[src/rtl/fp_mul_pipe.sv]
// rtl/fp_mul_pipe.sv - 3-stage pipelined floating-point multiplier with valid/ready handshake
// Optional round-to-nearest-even when FP_MUL_ROUND_EN is defined; truncation otherwise.
module fp_mul_pipe #(
  parameter int EXP_W = 8,
  parameter int MAN_W = 23,
  localparam int W = 1 + EXP_W + MAN_W
) (
  input  logic         clk,
  input  logic         rst_n,
  input  logic [W-1:0] In_A,
  input  logic [W-1:0] In_B,
  input  logic         valid_in,
  output logic         ready_in,
  output logic [W-1:0] Out,
  output logic         valid_out,
  input  logic         ready_out,
  output logic [3:0]   flags
);

  localparam int BIAS = (1 << (EXP_W - 1)) - 1;
  localparam int EW   = EXP_W + 2;
  localparam int P    = 2 * MAN_W + 2;
  localparam logic signed [EW-1:0] EXP_MAX  = EW'((1 << EXP_W) - 1);
  localparam logic signed [EW-1:0] EXP_ZERO = '0;
  localparam logic signed [EW-1:0] BIAS_S   = EW'(BIAS);

  typedef enum logic [1:0] {CL_NUM, CL_ZERO, CL_INF, CL_NAN} cls_e;

  logic stall;
  assign stall    = valid_out && !ready_out;
  assign ready_in = !stall;

  logic [EXP_W-1:0] ea, eb;
  logic [MAN_W-1:0] fa, fb;
  assign ea = In_A[W-2 -: EXP_W];
  assign eb = In_B[W-2 -: EXP_W];
  assign fa = In_A[MAN_W-1:0];
  assign fb = In_B[MAN_W-1:0];

  logic                 a_zero, a_inf, a_nan, b_zero, b_inf, b_nan;
  cls_e                 cls1_d;
  logic                 sign1_d;
  logic signed [EW-1:0] exp1_d;

  // Subnormals (exp==0) are flushed to zero along with true zeros.
  always_comb begin
    a_zero  = (ea == '0);
    b_zero  = (eb == '0);
    a_inf   = (ea == '1) && (fa == '0);
    b_inf   = (eb == '1) && (fb == '0);
    a_nan   = (ea == '1) && (fa != '0);
    b_nan   = (eb == '1) && (fb != '0);
    sign1_d = In_A[W-1] ^ In_B[W-1];
    exp1_d  = $signed({2'b00, ea}) + $signed({2'b00, eb}) - BIAS_S;
    if (a_nan || b_nan || (a_inf && b_zero) || (b_inf && a_zero)) cls1_d = CL_NAN;
    else if (a_inf || b_inf)                                      cls1_d = CL_INF;
    else if (a_zero || b_zero)                                    cls1_d = CL_ZERO;
    else                                                          cls1_d = CL_NUM;
  end

  logic                 v1_q, sign1_q;
  logic signed [EW-1:0] exp1_q;
  logic [MAN_W:0]       man_a1_q, man_b1_q;
  cls_e                 cls1_q;

  logic                 v2_q, sign2_q;
  logic signed [EW-1:0] exp2_q;
  logic [P-1:0]         prod2_q, prod2_d;
  cls_e                 cls2_q;

  logic                 v3_q;
  logic [W-1:0]         out_q, out_d;
  logic [3:0]           flags_q, flags_d;

  assign prod2_d = P'(man_a1_q) * P'(man_b1_q);

  logic                 msb, guard, sticky, carry, inexact;
  logic [MAN_W-1:0]     frac, frac_r;
  logic signed [EW-1:0] exp_f;

  always_comb begin
    msb    = prod2_q[P-1];
    frac   = msb ? prod2_q[P-2 -: MAN_W] : prod2_q[P-3 -: MAN_W];
    guard  = msb ? prod2_q[MAN_W] : prod2_q[MAN_W-1];
    sticky = msb ? |prod2_q[MAN_W-1:0] : |prod2_q[MAN_W-2:0];
`ifdef FP_MUL_ROUND_EN
    {carry, frac_r} = {1'b0, frac} + {{MAN_W{1'b0}}, guard & (sticky | frac[0])};
`else
    carry  = 1'b0;
    frac_r = frac;
`endif
    inexact = guard | sticky;
    exp_f   = exp2_q + $signed({{(EW-1){1'b0}}, msb}) + $signed({{(EW-1){1'b0}}, carry});
    out_d   = '0;
    flags_d = '0;
    case (cls2_q)
      CL_NAN: begin
        out_d   = {1'b0, {EXP_W{1'b1}}, 1'b1, {(MAN_W-1){1'b0}}};
        flags_d = 4'b1000;
      end
      CL_INF:  out_d = {sign2_q, {EXP_W{1'b1}}, {MAN_W{1'b0}}};
      CL_ZERO: out_d = {sign2_q, {(W-1){1'b0}}};
      default: begin
        if (exp_f >= EXP_MAX) begin
          out_d   = {sign2_q, {EXP_W{1'b1}}, {MAN_W{1'b0}}};
          flags_d = 4'b0101;
        end else if (exp_f <= EXP_ZERO) begin
          out_d   = {sign2_q, {(W-1){1'b0}}};
          flags_d = 4'b0011;
        end else begin
          out_d   = {sign2_q, exp_f[EXP_W-1:0], frac_r};
          flags_d = {3'b000, inexact};
        end
      end
    endcase
  end

  // Whole pipe advances together; a stall freezes every stage including bubbles.
  always_ff @(posedge clk or negedge rst_n) begin
    if (!rst_n) begin
      v1_q     <= 1'b0;
      sign1_q  <= 1'b0;
      exp1_q   <= '0;
      man_a1_q <= '0;
      man_b1_q <= '0;
      cls1_q   <= CL_NUM;
      v2_q     <= 1'b0;
      sign2_q  <= 1'b0;
      exp2_q   <= '0;
      prod2_q  <= '0;
      cls2_q   <= CL_NUM;
      v3_q     <= 1'b0;
      out_q    <= '0;
      flags_q  <= '0;
    end else if (!stall) begin
      v1_q     <= valid_in;
      sign1_q  <= sign1_d;
      exp1_q   <= exp1_d;
      man_a1_q <= {1'b1, fa};
      man_b1_q <= {1'b1, fb};
      cls1_q   <= cls1_d;
      v2_q     <= v1_q;
      sign2_q  <= sign1_q;
      exp2_q   <= exp1_q;
      prod2_q  <= prod2_d;
      cls2_q   <= cls1_q;
      v3_q     <= v2_q;
      if (v2_q) begin
        out_q   <= out_d;
        flags_q <= flags_d;
      end
    end
  end

  assign valid_out = v3_q;
  assign Out       = out_q;
  assign flags     = flags_q;

endmodule
[config.mk]
export PLATFORM = sky130hd
export DESIGN_NAME = fp_mul_pipe
export DESIGN_NICKNAME = d
export VERILOG_FILES = /design/src/rtl/fp_mul_pipe.sv
export SDC_FILE = /design/constraint.sdc
export NUM_CORES = 2
export LEC_CHECK = 0
export BUFFER_PORTS_ARGS = -buffer_cell sky130_fd_sc_hd__buf_4
export CORE_AREA = 2 2 212 214
export DETAILED_ROUTE_END_ITERATION = 7
export DIE_AREA = 0 0 214 216
export GPL_TIMING_DRIVEN = 0
export HOLD_SLACK_MARGIN = 0.12
export PLACE_DENSITY = 0.85
export SYNTH_ARGS = -nofsm -noshare
export SYNTH_HDL_FRONTEND = slang
export SYNTH_SLANG_ARGS = --single-unit
[constraint.sdc]
create_clock -name clk -period 9.6 [get_ports clk]
set_input_delay 1.44 -clock clk [delete_from_list [all_inputs] [get_ports clk]]
set_output_delay 1.44 -clock clk [all_outputs]
set_load 0.02 [all_outputs]
==> run metrics <==
crit path DAT 8.96 ns; Hold Path Class reg -> reg; ys async rst share 1.00; Setup TNS 0 ns; Final Max Slew Viols 0; final worst setup slack 1.03 ns; total of max-cap violations 0; antenna viol nets, final 0; Clock Path Buffers 2; Post-Synth XOR/XNOR Area 0.0184; Vias 21300; CP Max Fanout 10; combinational family with the most area after synthesis adder cells; share of cells above drive strength 1 0.0552; crit-path leading delay family adder cells; critical setup path kind reg -> reg; first-pass GRT wire length 131000 um; CTS root buf clkbuf_16; Peak Freq 117 MHz; metal1 wirelength 32000 um; adder-cell share of the synthesized area 0.462; Synth Cell Area 26100 sq um; WP buf/inv 8; WL final 85800 um; vias per inst 5.81; number of synthesized flops with an enable pin 0; Die ar. 46200 sq um; CTS Buf Count 17; reg-to-reg startpoint man_a1_q[13]; mux cell area share after synthesis 0.0104; pre-CTS setup slack 1.33 ns; final hold viol count 0; P&R area growth vs syn 8.42%; register bit total from synthesis 160; TritonRoute pass-1 iters 8; Synth Area in Compound Gates 0.0618; Slew HR 0.181; setup slack, reg-to-reg 1.03 ns; Critical Path RT 9.98 ns; Setup crit end prod2_q[37]; GRT Overall Usage 0.386; violated checks design-rule violations; non-filler cells in the finished layout 3675; Hold Path Origin v1_q; Floorplan Core Area 43800 sq um; Setup crit start kind flop; num ports 106; # fillers 3692; met2 WL 39000 um; dominant synthesized flop cell dfrtp_1; final critical-path required period 8.57 ns; clk sinks 160; r2r worst-path depth 24; slowest cell on the critical path a311oi_1; quantity of gates resized following cts 0; RePlAce Congestion 1.01; Slew @ Worst Pin 1.22 ns; crit-path cells clkbuf_1 -> nand2_1 -> fa_1 -> inv_1 -> fa_1 -> inv_1 -> fa_1 -> inv_1 -> fa_1 -> inv_1 -> fa_1 -> inv_1 -> fa_1 -> inv_1 -> fa_1 -> inv_1 -> ha_1 -> nand3_1 -> a311oi_1 -> o21ai_1 -> a2111oi_0 -> nor3_1 -> xnor2_1 -> mux2_2; Post-CTS Setup Inserts 0; Hold Buf Count CTS 0; GRT overflow 0; RSZ-0062 raised after global routing false; Placed Cells 3642; synthesized instance count 2944; number of distinct library cells after synthesis 74; crit end category flop; Top Metal Used met4; row cnt 77; sequential share of the synthesized area 0.153; simple-gate share of the synthesized area 0.190; Final Util 0.646; number of global-route vias before repair 22600; Synth warnings 0; Initial Util 0.596; Syn Area/Cell 8.87 sq um; Reg clk slew, reported paths 0.09 ns; met3 wire length 8560 um; drt initial violations 1914; DR DRC count 2; Die Height 216 um; # setup viols final 0; initial antenna violation count 4; TritonCTS clock tree done; largest net degree at the start of global routing 87; Period Utilization, post-route 0.893; reg-to-reg endpoint prod2_q[37]; CP peak stage delay 0.79 ns; nets@finish 3811; chip width 214 um; Final Skew 0.0188 ns; hpwl dp 69600 um; DR WL/cell 23.3 um; PortBufs 105; Skew-Pair Late Insertion Delay 0.51 ns; Critical Path Start man_a1_q[13]; Net Count, Synth 3686; CP Depth 24; H-Tree Depth 4; outcome complete, but fails checks
-- cells by family (layout without fill, tap and decap cells) --
family / Yosys count / in the layout
buffers and inverters: 721 / 859
other: 0 / 1
AOI/OAI and AO/OA: 251 / 251
xor gates and xnor gates: 55 / 55
DFF: 160 / 160
adders and majority gates: 674 / 674
and+or+nand+nor: 1056 / 1056
muxes: 27 / 27
-- metal layers --
metal,vias up,track usage
li1,9101,-
met1,10800,0.490
met2,1102,0.594
met3,310,0.0961
met4,0,0.250
met5,-,0
-- synthesized netlist by cell type, types with 19 or more instances --
library cell / instances / share of area
a21o_1: 38 / 0.011
fa_1: 483 / 0.37
xnor2_1: 31 / 0.010
inv_1: 566 / 0.081
xor2_1: 24 / 0.0080
and2_1: 285 / 0.068
dfrtp_1: 160 / 0.15
mux2i_1: 25 / 0.0096
nor4_1: 19 / 0.0046
nor2_1: 69 / 0.0099
a21oi_1: 83 / 0.016
ha_1: 191 / 0.091
o21ai_0: 36 / 0.0069
clkbuf_1: 142 / 0.020
o21ai_1: 34 / 0.0065
nand3_1: 24 / 0.0046
nand2_1: 588 / 0.085
-- layout by cell type (no fill, tap or decap), drive strengths merged, types with 7 or more instances in the layout --
cell type  instances
nand2            588
inv              574
fa               483
and2             286
ha               191
dfrtp            160
clkbuf           160
buf              117
a21oi             83
o21ai             73
nor2              71
a21o              38
xnor2             31
mux2i             25
nand3             25
xor2              24
nor4              19
nor3              14
nand4             13
nor2b             10
o21bai             9
a31oi              9
and3               8
nand2b             7
-- registers in the layout, summed over array words and instances, names as in the netlist, 2 cells and up --
signal and cells:
man_a1_q 24, man_b1_q 23, prod2_q 48, exp2_q 10, cls2_q 2, flags 4, exp1_q 10, Out 32
cls1_q 2
-- per-stage QoR --
stage               hold slack (ns)  cell area (sq um)
floorplan                     0.438              26100
detailed placement            0.456              27700
CTS                           0.456              28300
global placement              0.453              27600
finish                        0.460              28300
global route                  0.485              28300
-- layout make-up --
class                   count  area [sq um]  area share
clock buffers              18           429      0.0152
well taps                 592           741      0.0262
plain buffers             153           596      0.0210
multi-input cells        2063         19400       0.685
inverters                 568          2130      0.0753
diodes                      1          2.50   0.0000884
repair buffers            106           823      0.0291
clock inverters            14           196     0.00694
flip-flops and latches    160          4000       0.141
-- tightest hold or removal path, stage by stage, from the launching register on --
cell     delay, ns
dfrtp_1       0.35
nand2_1       0.05
nand2_1       0.05
-- how the worst min path moves through the flow --
stage / cells past startpoint / to / slack (ns)
2_1_floorplan: 2 / sign2_q / 0.44
3_3_place_gp: 2 / v1_q / 0.45
3_5_place_dp: 2 / exp2_q[7] / 0.46
4_1_cts: 2 / v2_q / 0.46
5_1_grt: 2 / v2_q / 0.48
6_report: 2 / v2_q / 0.46
Power is left out: the tool's default activity adds up to more than one toggle a clock period on the data nets, which glitch-free logic cannot reach.
